==> src/rtl/dht11_poll_sched.sv <==
// DHT11 read scheduler: merges display, UART and auto-poll requests into
// gap-limited reads with watchdog, retry, and last-good-measurement hold.
module dht11_poll_sched #(
    parameter int CLK_FREQ   = 50_000_000,
    parameter int MIN_GAP_MS = 2000,
    parameter int AUTO_MS    = 5000,
    parameter int TIMEOUT_MS = 50,
    parameter int RETRY_MAX  = 3,
    parameter int STALE_MS   = 10000
) (
    input  logic        sys_clk,
    input  logic        sys_rst_n,
    input  logic [1:0]  req,
    input  logic        auto_en,
    output logic [1:0]  ack,
    output logic        ack_err,
    output logic        rd_start,
    input  logic        rd_done,
    input  logic        rd_err,
    input  logic [31:0] rd_data,
    output logic [31:0] meas_data,
    output logic        data_valid,
    output logic        stale,
    output logic        busy,
    output logic [7:0]  fail_cnt
);

    localparam int TICK_DIV = CLK_FREQ / 1000;
    localparam int PRE_W    = $clog2(TICK_DIV + 2);
    localparam int GAP_W    = $clog2(MIN_GAP_MS + 2);
    localparam int AUTO_W   = $clog2(AUTO_MS + 2);
    localparam int WDOG_W   = $clog2(TIMEOUT_MS + 2);
    localparam int RETRY_W  = $clog2(RETRY_MAX + 2);
    localparam int AGE_W    = $clog2(STALE_MS + 2);

    typedef enum logic [2:0] {
        S_IDLE,
        S_START,
        S_BUSY,
        S_DONE,
        S_FAIL
    } state_t;

    state_t              state;
    state_t              state_nxt;
    logic [PRE_W-1:0]    pre_cnt;
    logic                ms_tick;
    logic [GAP_W-1:0]    gap_cnt;
    logic                gap_ok;
    logic [AUTO_W-1:0]   auto_cnt;
    logic                auto_fire;
    logic [2:0]          pend;
    logic [2:0]          svc;
    logic [WDOG_W-1:0]   wdog;
    logic                wdog_exp;
    logic [RETRY_W-1:0]  retry_cnt;
    logic                retry_left;
    logic                fail_final;
    logic                retire;
    logic                read_ok;
    logic [31:0]         rd_buf;
    logic [AGE_W-1:0]    age;

    // ---------------------------------------------------------------- ms tick
    assign ms_tick = (pre_cnt == PRE_W'(TICK_DIV - 1));

    // NOTE: sequential state uses non-blocking assignments so every register
    // samples pre-edge values regardless of block ordering.
    always_ff @(posedge sys_clk or negedge sys_rst_n) begin
        if (!sys_rst_n) begin
            pre_cnt <= '0;
        end else if (ms_tick) begin
            pre_cnt <= '0;
        end else begin
            pre_cnt <= pre_cnt + PRE_W'(1);
        end
    end

    // ------------------------------------------------------------- gap timer
    assign gap_ok = (gap_cnt == GAP_W'(MIN_GAP_MS));

    always_ff @(posedge sys_clk or negedge sys_rst_n) begin
        if (!sys_rst_n) begin
            gap_cnt <= '0;
        end else if (state == S_START) begin
            gap_cnt <= '0;
        end else if (ms_tick && !gap_ok) begin
            gap_cnt <= gap_cnt + GAP_W'(1);
        end
    end

    // ------------------------------------------------------------ auto timer
    assign auto_fire = auto_en && ms_tick && (auto_cnt == AUTO_W'(AUTO_MS - 1));

    always_ff @(posedge sys_clk or negedge sys_rst_n) begin
        if (!sys_rst_n) begin
            auto_cnt <= '0;
        end else if (!auto_en) begin
            auto_cnt <= '0;
        end else if (ms_tick) begin
            auto_cnt <= auto_fire ? '0 : auto_cnt + AUTO_W'(1);
        end
    end

    // ---------------------------------------------------------------- FSM
    assign wdog_exp   = (wdog == WDOG_W'(TIMEOUT_MS));
    assign retry_left = (retry_cnt < RETRY_W'(RETRY_MAX));
    assign fail_final = (state == S_FAIL) && !retry_left;
    assign retire     = (state == S_DONE) || fail_final;
    // An error or watchdog expiry outranks a coincident success pulse.
    assign read_ok    = (state == S_BUSY) && rd_done && !rd_err && !wdog_exp;

    always_ff @(posedge sys_clk or negedge sys_rst_n) begin
        if (!sys_rst_n) begin
            state <= S_IDLE;
        end else begin
            state <= state_nxt;
        end
    end

    always_comb begin
        // NOTE: defaults first so every path assigns each output -- no latches.
        state_nxt = state;
        rd_start  = 1'b0;
        busy      = 1'b0;
        case (state)
            S_IDLE: begin
                if ((|pend) && gap_ok) begin
                    state_nxt = S_START;
                end
            end
            S_START: begin
                rd_start  = 1'b1;
                busy      = 1'b1;
                state_nxt = S_BUSY;
            end
            S_BUSY: begin
                busy = 1'b1;
                if (rd_err || wdog_exp) begin
                    state_nxt = S_FAIL;
                end else if (rd_done) begin
                    state_nxt = S_DONE;
                end
            end
            S_DONE:  state_nxt = S_IDLE;
            S_FAIL:  state_nxt = S_IDLE;
            default: state_nxt = S_IDLE;
        endcase
    end

    // ----------------------------------------------- pending / service sets
    // New requests win over the retire clear so a late requester gets the next read.
    always_ff @(posedge sys_clk or negedge sys_rst_n) begin
        if (!sys_rst_n) begin
            pend <= '0;
            svc  <= '0;
        end else begin
            pend <= (pend & ~(retire ? svc : 3'b000)) | {auto_fire, req};
            if (state == S_START) begin
                svc <= pend;
            end
        end
    end

    // ------------------------------------------------- watchdog and retries
    always_ff @(posedge sys_clk or negedge sys_rst_n) begin
        if (!sys_rst_n) begin
            wdog      <= '0;
            retry_cnt <= '0;
        end else begin
            if (state == S_START) begin
                wdog <= '0;
            end else if ((state == S_BUSY) && ms_tick && !wdog_exp) begin
                wdog <= wdog + WDOG_W'(1);
            end

            if (retire) begin
                retry_cnt <= '0;
            end else if ((state == S_FAIL) && retry_left) begin
                retry_cnt <= retry_cnt + RETRY_W'(1);
            end
        end
    end

    // ------------------------------------------------------ result registers
    always_ff @(posedge sys_clk or negedge sys_rst_n) begin
        if (!sys_rst_n) begin
            rd_buf     <= '0;
            ack        <= '0;
            ack_err    <= 1'b0;
            meas_data  <= '0;
            data_valid <= 1'b0;
            fail_cnt   <= '0;
        end else begin
            ack     <= '0;
            ack_err <= 1'b0;
            if (read_ok) begin
                rd_buf <= rd_data;
            end
            if (state == S_DONE) begin
                ack        <= svc[1:0];
                meas_data  <= rd_buf;
                data_valid <= 1'b1;
            end else if (fail_final) begin
                ack     <= svc[1:0];
                ack_err <= 1'b1;
                if (fail_cnt != 8'hFF) begin
                    fail_cnt <= fail_cnt + 8'd1;
                end
            end
        end
    end

    // ------------------------------------------------------- data freshness
    always_ff @(posedge sys_clk or negedge sys_rst_n) begin
        if (!sys_rst_n) begin
            age   <= '0;
            stale <= 1'b1;
        end else begin
            if (state == S_DONE) begin
                age <= '0;
            end else if (ms_tick && (age != AGE_W'(STALE_MS))) begin
                age <= age + AGE_W'(1);
            end
            stale <= !data_valid || (age == AGE_W'(STALE_MS));
        end
    end

endmodule
==> config.mk <==
export PLATFORM = sky130hd
export DESIGN_NAME = dht11_poll_sched
export DESIGN_NICKNAME = d
export VERILOG_FILES = /design/src/rtl/dht11_poll_sched.sv
export SDC_FILE = /design/constraint.sdc
export NUM_CORES = 1
export LEC_CHECK = 0
export CELL_PAD_IN_SITES_DETAIL_PLACEMENT = 0
export CELL_PAD_IN_SITES_GLOBAL_PLACEMENT = 1
export CORE_UTILIZATION = 47
export CTS_BUF_LIST = sky130_fd_sc_hd__clkbuf_16
export DETAILED_ROUTE_END_ITERATION = 12
export HOLD_SLACK_MARGIN = 0.15
export PLACE_DENSITY_LB_ADDON = 0.3
export SLEW_MARGIN = 20
export SYNTH_ARGS = -nofsm -noshare
export SYNTH_HDL_FRONTEND = slang
export SYNTH_SLANG_ARGS = --single-unit
==> constraint.sdc <==
create_clock -name sys_clk -period 5.5 [get_ports sys_clk]
set_input_delay 1.1 -clock sys_clk [delete_from_list [all_inputs] [get_ports sys_clk]]
set_output_delay 1.1 -clock sys_clk [all_outputs]
set_load 0.03 [all_outputs]
==> implementation parameters <==
Parameter                              Value

Timing
  RSZ-0062 raised after global routing ... no
  Fin crit share ... 71.9%
  Setup total negative slack ... 0 ns
  Highest attainable clock frequency ... 253 MHz
  Least-Margin Pin Slew ... 0.872 ns
  Final min period ... 3.95 ns
  Max_slew headroom ... 41.9%
  Count of pins over their slew limit ... 0
  Hold Vio Cnt, Final ... 0
  Number of setup violations in the final report ... 0
  Worst setup skew after layout ... 0.00959 ns

Synth
  Mapped Cells ... 677
  Average cell area after synthesis ... 10.1 um2
  Cell type with the largest total area after synthesis ... dfrtp_1
  Post-synthesis instance area ... 0.00685 mm2
  Warnings, synthesis ... 0
  Number of flops mapped to enable cells by yosys ... 0
  Number of unique standard cell types used by synthesis ... 50
  Cell with the most instances after synthesis ... nand2_1
  Biggest area contributors in the synthesized netlist ... dfrtp_1 54%, nand2_1 8.2%, mux2_2 5.4%
  Synthesized net count ... 726
  Post-synthesis register bit count ... 149
  Part of the Yosys area used for sequential elements ... 54.5%
  Most frequent cells after synthesis ... 150 x nand2_1, 148 x dfrtp_1, 34 x a21oi_1
  Share of the synthesized area in the top cell type ... 54.1%
  Most frequently used flop master after synthesis ... dfrtp_1
  Synth async-reset ratio ... 100%

Drt
  Starting DRC count in detailed routing ... 300
  Drt first pass iters ... 4
  Number of remaining DRC errors ... 0
  Per-cell routed wire length ... 15.6 um
  Routed Antenna Nets ... 0
  DR vias ... 5199
  Post-detailed-route via-to-cell ratio ... 5.53
  Final WL ... 14700 um

Clock tree
  Number of buffers inserted for hold repair after clock tree synthesis ... 0
  Root Driver ... clkbuf_16
  CTS HTree Levels ... 4
  Clock Sinks ... 149
  Clock slew at the register clock pins of the worst setup and hold paths ... 0.07 ns
  Postcts setup bufs ... 0
  Clock tree from TritonCTS ... done
  Max Buffers Root-to-Sink ... 2
  Post-cts repair resize count ... 0
  Clock latency at the later pin of the worst-skew pair ... 0.42 ns
  CTS buffer count ... 17

Final layout
  Final standard cell utilization of the core ... 59.8%
  Multi-input combinational cell area ... 0.00290 mm2
  Area of all placed cells without fillers ... 0.00840 mm2
  Post-layout net count ... 797
  Reg area ... 0.00373 mm2
  Share of final-layout standard cells stronger than drive strength 1 ... 10.7%
  Count of inserted antenna diode cells ... 0
  Synth-to-Final Area Change ... 22.7%
  Layout filler cell count ... 1147

Critical path
  Crit path capture type ... primary output
  Logic depth of the worst register-to-register path ... 6
  Worst setup path class ... reg -> out
  Crit path DAT ... 2.85 ns
  Startpoint of the most critical register-to-register path ... pre_cnt[0]$_DFF_PN0_
  CP Data Required Time ... 4.40 ns
  Crit-path max FO ... 16
  Worst r2r dst ... age[5]$_DFFE_PN0P_
  Setup slack of the most critical reg-to-reg path ... 3.32 ns
  Startpoint type of the worst setup path ... flip-flop

Die
  Total Die Area ... 0.0151 mm2
  Standard-cell rows ... 43
  Core area ... 0.0140 mm2
  Die Ht ... 123 um
  Die span in x ... 123 um
  Boundary Pins ... 86
  Starting Density ... 48.8%

Run
  Max-cap violation count ... 0

Global route
  Wire length of the first global-routing pass ... 25000 um
  Number of global-route vias before repair ... 5344
  Sum of overflow across all layers after global routing ... 0
  Initial antenna violation count ... 0
  Largest net degree at the start of global routing ... 110
  GRT Overall Usage ... 21.2%

Place
  Number of buffers inserted by port buffering ... 85
  Placer congestion estimate ... 0.767
  DP Wirelength ... 9260 um
  Instance area at placement ... 0.00780 mm2

Pwr
  Power density cells ... 276 mW/mm2
  Worst IR Drop VDD ... 0.233 mV
  Leak Pwr ... 0.00389 uW

Min path
  Terminating pin of the worst hold path ... stale$_DFF_PN1_
  Hold path depth ... 1
  Startpoint of the lowest-slack hold path ... data_valid$_DFFE_PN0N_
  Class of the most critical hold timing path ... reg -> reg

Run status
  Outcome ... complete, no violations
[through the flow]
stage               cells  worst slack, ns  total power (uW)  hold slack (ns)
global placement      909             2.06              1170            0.403
CTS                   940             1.54              2350            0.458
floorplan             677             3.00              1120            0.433
finish                940             1.55              2320            0.444
detailed placement    909             1.99              1180            0.407
global route          940             1.42              2400            0.492
[placed cells by master, fill, tap and decap left out, types with 3 or more instances in the layout]
master and instances:
clkdlybuf4s50_1 84, a21oi_1 34, nor4b_1 4, o21ai_0 15, nor3_1 11, mux2_2 33, or4_1 4, and3_1 13
mux2i_1 12, nor2b_1 4, o31ai_1 6, and4_1 6, a21o_1 5, inv_8 3, or3_1 13, and2_1 6
xor2_1 5, a31oi_1 6, nand2_1 150, nor2_1 18, clkbuf_16 17, dfrtp_1 148, nor4_1 9, inv_1 13
nand4_1 20, nand3_1 28, buf_4 6, inv_6 4, clkinv_4 3, ha_1 10, nand2b_1 18, o22ai_1 9
xnor2_1 13
[metal layers]
layer | global-route usage (%) | wire length [um] | up-vias
met4 | 5.49 | 129 | 0
li1 | - | - | 2511
met1 | 26.4 | 6410 | 2573
met3 | 6.97 | 852 | 15
met2 | 35.3 | 7280 | 100
met5 | 0 | 0 | -
[area by class of cell]
type / instances / share of cell area [%]
Timing Repair Buffer: 91 / 10.7
Sequential cell: 149 / 44.4
Tap cell: 180 / 2.68
Inverter: 13 / 0.581
Clock inverter: 14 / 2.00
Multi-Input combinational cell: 476 / 34.6
Clock buffer: 17 / 5.06
[flip-flops by register name, indices dropped and copies added, names as in the netlist]
| name | flops |
|---|---|
| wdog | 6 |
| svc | 3 |
| ack | 2 |
| rd_buf | 32 |
| meas_data | 32 |
| gap_cnt | 11 |
| data_valid | 1 |
| age | 14 |
| ack_err | 1 |
| pre_cnt | 16 |
| auto_cnt | 13 |
| pend | 3 |
| state | 3 |
| fail_cnt | 8 |
| retry_cnt | 3 |
| stale | 1 |
[logic make-up (layout without fill, tap and decap cells)]
family                   after synthesis  count (layout)  share of synthesized area [%]
buffers and inverters                 52             135                           3.12
AO/OA/AOI/OAI                         86              86                           7.80
flip-flops                           149             149                           54.5
adder cells (fa/ha/maj)               10              10                           1.83
multiplexers                          45              45                           7.18
AND/OR/NAND/NOR                      317             317                           23.3
XOR/XNOR                              18              18                           2.30
[where the power goes]
group | switching (uW) | leakage, uW | internal [uW]
clock network | 488 | 0.000290 | 681
registers | 0.738 | 0.00205 | 1100
logic | 28.8 | 0.00155 | 26.1
total | 518 | 0.00389 | 1800
[worst max-delay path by stage]
stage / end / slack [ns] / start / cells past startpoint
2_1_floorplan: rd_start / 3.00 / state[1]$_DFFE_PN0P_ / 4
3_3_place_gp: rd_start / 2.06 / state[0]$_DFFE_PN0P_ / 3
3_5_place_dp: rd_start / 1.99 / state[0]$_DFFE_PN0P_ / 3
4_1_cts: rd_start / 1.54 / state[0]$_DFFE_PN0P_ / 3
5_1_grt: rd_start / 1.42 / state[0]$_DFFE_PN0P_ / 3
6_report: rd_start / 1.55 / state[0]$_DFFE_PN0P_ / 3
[worst max-delay path, cell delays in order, from the launching register on]
cell,delay [ns]
dfrtp_1,0.60
or3b_2,0.66
inv_1,0.41
clkdlybuf4s50_1,0.76
(Power assumes the default switching activity.)
